[config.mk]
export PLATFORM = sky130hd
export DESIGN_NAME = fetch_queue
export DESIGN_NICKNAME = d
export VERILOG_FILES = /design/src/rtl/fetch_pkg.sv /design/src/rtl/fetch_queue.sv
export SDC_FILE = /design/constraint.sdc
export NUM_CORES = 1
export LEC_CHECK = 0
export CORE_MARGIN = 2
export CORE_UTILIZATION = 55
export DETAILED_ROUTE_END_ITERATION = 7
export PLACE_DENSITY = 0.87
export SLEW_MARGIN = 25
export SYNTH_ARGS = -nofsm -noshare
export SYNTH_HDL_FRONTEND = slang
export SYNTH_SLANG_ARGS = --single-unit
[constraint.sdc]
create_clock -name clk -period 35.6 [get_ports clk]
set_input_delay 3.56 -clock clk [delete_from_list [all_inputs] [get_ports clk]]
set_output_delay 3.56 -clock clk [all_outputs]
set_load 0.03 [all_outputs]
[src/rtl/fetch_pkg.sv]
// Shared types and widths for the fetch-to-decode instruction queue.
package fetch_pkg;

    localparam int ADDR_W  = 64;
    localparam int INSTR_W = 32;

    typedef struct packed {
        logic [63:0] pc;
        logic [31:0] instr;
    } fq_entry_t;

endpackage

[src/rtl/fetch_queue.sv]
// Circular instruction buffer between fetch and decode with show-ahead head
// output, back-pressure via full_F and a single-cycle flush on branch redirect.
module fetch_queue
    import fetch_pkg::*;
#(
    parameter int DEPTH = 4
) (
    input  logic                       clk,
    input  logic                       reset,
    input  logic                       push_F,
    input  logic [ADDR_W-1:0]          pc_F,
    input  logic [INSTR_W-1:0]         instr_F,
    input  logic                       flush,
    input  logic                       pop_D,
    output logic                       valid_D,
    output logic [ADDR_W-1:0]          pc_D,
    output logic [INSTR_W-1:0]         instr_D,
    output logic                       full_F,
    output logic [$clog2(DEPTH):0]     count
);

    localparam int PW = $clog2(DEPTH);
    localparam int CW = PW + 1;

    fq_entry_t         mem [DEPTH];
    logic [PW-1:0]     wr_ptr;
    logic [PW-1:0]     rd_ptr;
    logic              push_ok;
    logic              pop_ok;
    fq_entry_t         head;

    // Status comes from the registered count only, so push/pop never feed back combinationally.
    assign valid_D = (count != '0);
    assign full_F  = (count == CW'(DEPTH));
    assign push_ok = push_F && !full_F;
    assign pop_ok  = pop_D && valid_D;

    assign head    = mem[rd_ptr];
    assign pc_D    = head.pc;
    assign instr_D = head.instr;

    always_ff @(posedge clk or posedge reset) begin
        if (reset) begin
            wr_ptr <= '0;
            rd_ptr <= '0;
            count  <= '0;
            for (int i = 0; i < DEPTH; i++) begin
                mem[i] <= '0;
            end
        end else if (flush) begin
            wr_ptr <= '0;
            rd_ptr <= '0;
            count  <= '0;
        end else begin
            if (push_ok) begin
                mem[wr_ptr] <= '{pc: pc_F, instr: instr_F};
                wr_ptr      <= wr_ptr + PW'(1);
            end
            if (pop_ok) begin
                rd_ptr <= rd_ptr + PW'(1);
            end
            case ({push_ok, pop_ok})
                2'b10:   count <= count + CW'(1);
                2'b01:   count <= count - CW'(1);
                default: count <= count;
            endcase
        end
    end

endmodule

==> impl_metrics.tcl <==
set metrics [dict create \
    grt_util_all_layers 0.223 \
    yosysTopAreaCell "dfrtp_1" \
    seqPwrFrac 0.415 \
    ant_nets 0 \
    holdPathStages 1 \
    post-route-drc-count 0 \
    place.gp.congestion 0.749 \
    syn_inst 995 \
    crit_type "register to output pin" \
    cts_tree "yes" \
    start_util 0.562 \
    final-setup-viol-count 0 \
    p_sw_uw 518 \
    slowest_stage "dfrtp_4" \
    hold_viol_final 0 \
    status "finished clean" \
    startpoint_type "register" \
    die_w_um 181 \
    cp_num_buf_inv 2 \
    ys_seq_area_frac 0.565 \
    num_rows 64 \
    cp-end-kind "output pin" \
    clk_latency_ns 0.53 \
    synthTopCellsByArea "dfrtp_1, mux2_2, mux4_2" \
    num_vias 9439 \
    setup_tns_ns 0 \
    yosysMostFrequentCell "dfrtp_1" \
    crit_chain "buf_4 > mux4_2 > clkdlybuf4s50_1" \
    clk_pin_slew_ns 0.06 \
    cts_sinks 391 \
    grt_pass1_vias 10360 \
    cp.required_ns 32.04 \
    p_sw_frac 0.312 \
    fin_nets 1285 \
    globalRouteOverflowTotal 0 \
    tightest_slew_ns 0.996 \
    grt_pass1_wl_mm 57.9 \
    htreeDepth 2 \
    critPathMaxFanout 49 \
    die_height_um 181 \
    areaGrowthSynthToFinish_pct 19.2 \
    synthFlopType "dfrtp_1" \
    ys_ff_latch 391 \
    worstHoldPathType "register to register" \
    drive_above_1_share 0.333 \
    async_flop_share 1.00 \
    cts_resized 0 \
    holdWs_ns 0.483 \
    synth_cell_types 38 \
    yosys_warnings 0 \
    cp.depth 3 \
    p_clk_frac 0.252 \
    first_iter_violations 428 \
    wl_mm 35.9 \
    core-area_um2 30800 \
    fp.dieArea_um2 32900 \
    antenna_found_initial 5 \
    drv_cap 0 \
    firstDrtPassIters 4 \
    power.density_nw_per_um2 80.5 \
    reg2reg_depth 4 \
    post-route-min-period_ns 7.20 \
    combPwrFrac 0.333 \
    portBuffers 201 \
    p_int_uw 1140 \
    synth_fp_nets 1101 \
    io_pins 202 \
    hold_buffers 0 \
    crit_arrival_ns 3.64 \
    synth_area_per_cell_um2 17.4 \
    leakagePower_uw 0.00896 \
    viasPerCell 5.88 \
    drv_slew 0 \
    synth_top_area_frac 0.565 \
    maxSlewHeadroom 0.336 \
    fmax_mhz 139 \
    fill_cells 2050 \
    syn_area_um2 17300 \
    grt_max_degree 168 \
    fin_skew_ns 0.0189 \
    path_delay_family "buffers and inverters" \
    n_antenna_cell 0 \
    rsz0062_at_grt "false" \
    worst_ir_drop_vdd_uv 49.4 \
    drt-wirelength-per-cell_um 22.3 \
    synthTopCellsByCount "dfrtp_1, mux2_2, mux2_1" \
    cts_buffer_depth 3 \
    synth_edf_count 0 \
    post-cts-setup-buffer-count 0 \
    cpPeakStageDelay_ns 0.96 \
    place_hpwl_mm 21.6 \
    period_share 0.202 \
    numCtsBuffers 41 \
    cts_root_buffer "clkbuf_16" \
]
kinds of logic after synthesis:
kind of cell | Yosys count | share of synthesized area
buf+inv | 75 | 0.0381
fa+ha+maj | 5 | 0.00404
simple gates | 23 | 0.0108
mux | 480 | 0.374
compound gates | 18 | 0.00643
xor+xnor | 3 | 0.00152
flops | 391 | 0.565
worst paths after layout:
kind | startpoint | endpoint | slack [ns]
setup / recovery | rd_ptr[1]$_DFFE_PP0P_ | pc_D[12] | 28.40
hold / removal | mem[172]$_DFFE_PP0P_ | mem[172]$_DFFE_PP0P_ | 0.48
setup reg to reg | count[2]$_DFFE_PP0P_ | mem[109]$_DFFE_PP0P_ | 32.39
hold reg to reg | mem[172]$_DFFE_PP0P_ | mem[172]$_DFFE_PP0P_ | 0.48
max in group asynchronous | reset | rd_ptr[1]$_DFFE_PP0P_ | 30.46
min in group asynchronous | reset | mem[122]$_DFFE_PP0P_ | 3.57
power by group through the flow:
stage	Clock [µW]	Combinational [µW]	Sequential [µW]
5_1_grt	447	585	711
3_3_place_gp	0	537	688
4_1_cts	427	554	696
6_report	419	553	690
3_5_place_dp	0	549	700
2_1_floorplan	0	396	662
layout by cell type (no fill, tap or decap), types with 4 or more instances in the layout:
cell type,count
clkbuf_16,41
nand2b_1,4
dfrtp_1,389
clkdlybuf4s50_1,201
ha_1,4
mux2_2,224
inv_1,5
clkinv_2,7
mux2_1,160
clkbuf_1,8
nand3_4,4
a21oi_1,7
clkinvlp_4,4
mux4_2,96
clkbuf_8,7
buf_4,6
flip-flops by register name (all words and copies together), names as in the netlist:
signal and flops:
mem 384, rd_ptr 2, wr_ptr 2, count 3
area by class of cell:
cell class / count / area, µm² / area share
clock buffers: 56 / 1150 / 0.0558
repair buffers: 210 / 2110 / 0.102
multi-input cells: 529 / 6880 / 0.333
clock inverters: 17 / 189 / 0.00915
flip-flops and latches: 391 / 9790 / 0.474
inverters: 6 / 35.0 / 0.00170
well taps: 396 / 495 / 0.0240
metrics by stage:
stage | setup slack (ns) | power [µW] | area (µm²) | util | cells
final | 28.40 | 1660 | 20700 | 0.670 | 1605
after global routing | 28.18 | 1740 | 20700 | 0.670 | 1605
after CTS | 28.19 | 1680 | 20600 | 0.669 | 1604
after detailed placement | 28.50 | 1250 | 19300 | 0.625 | 1531
after global placement | 28.58 | 1220 | 19300 | 0.625 | 1531
after floorplan | 21.17 | 1060 | 17300 | - | 995
layer usage:
metal,share of wire,GRT usage
met3,0.067,0.0630
met1,0.44,0.313
met4,0.019,0.0530
met2,0.48,0.350
met5,0.0018,0
No activity file was read; power rests on OpenSTA's default activity.
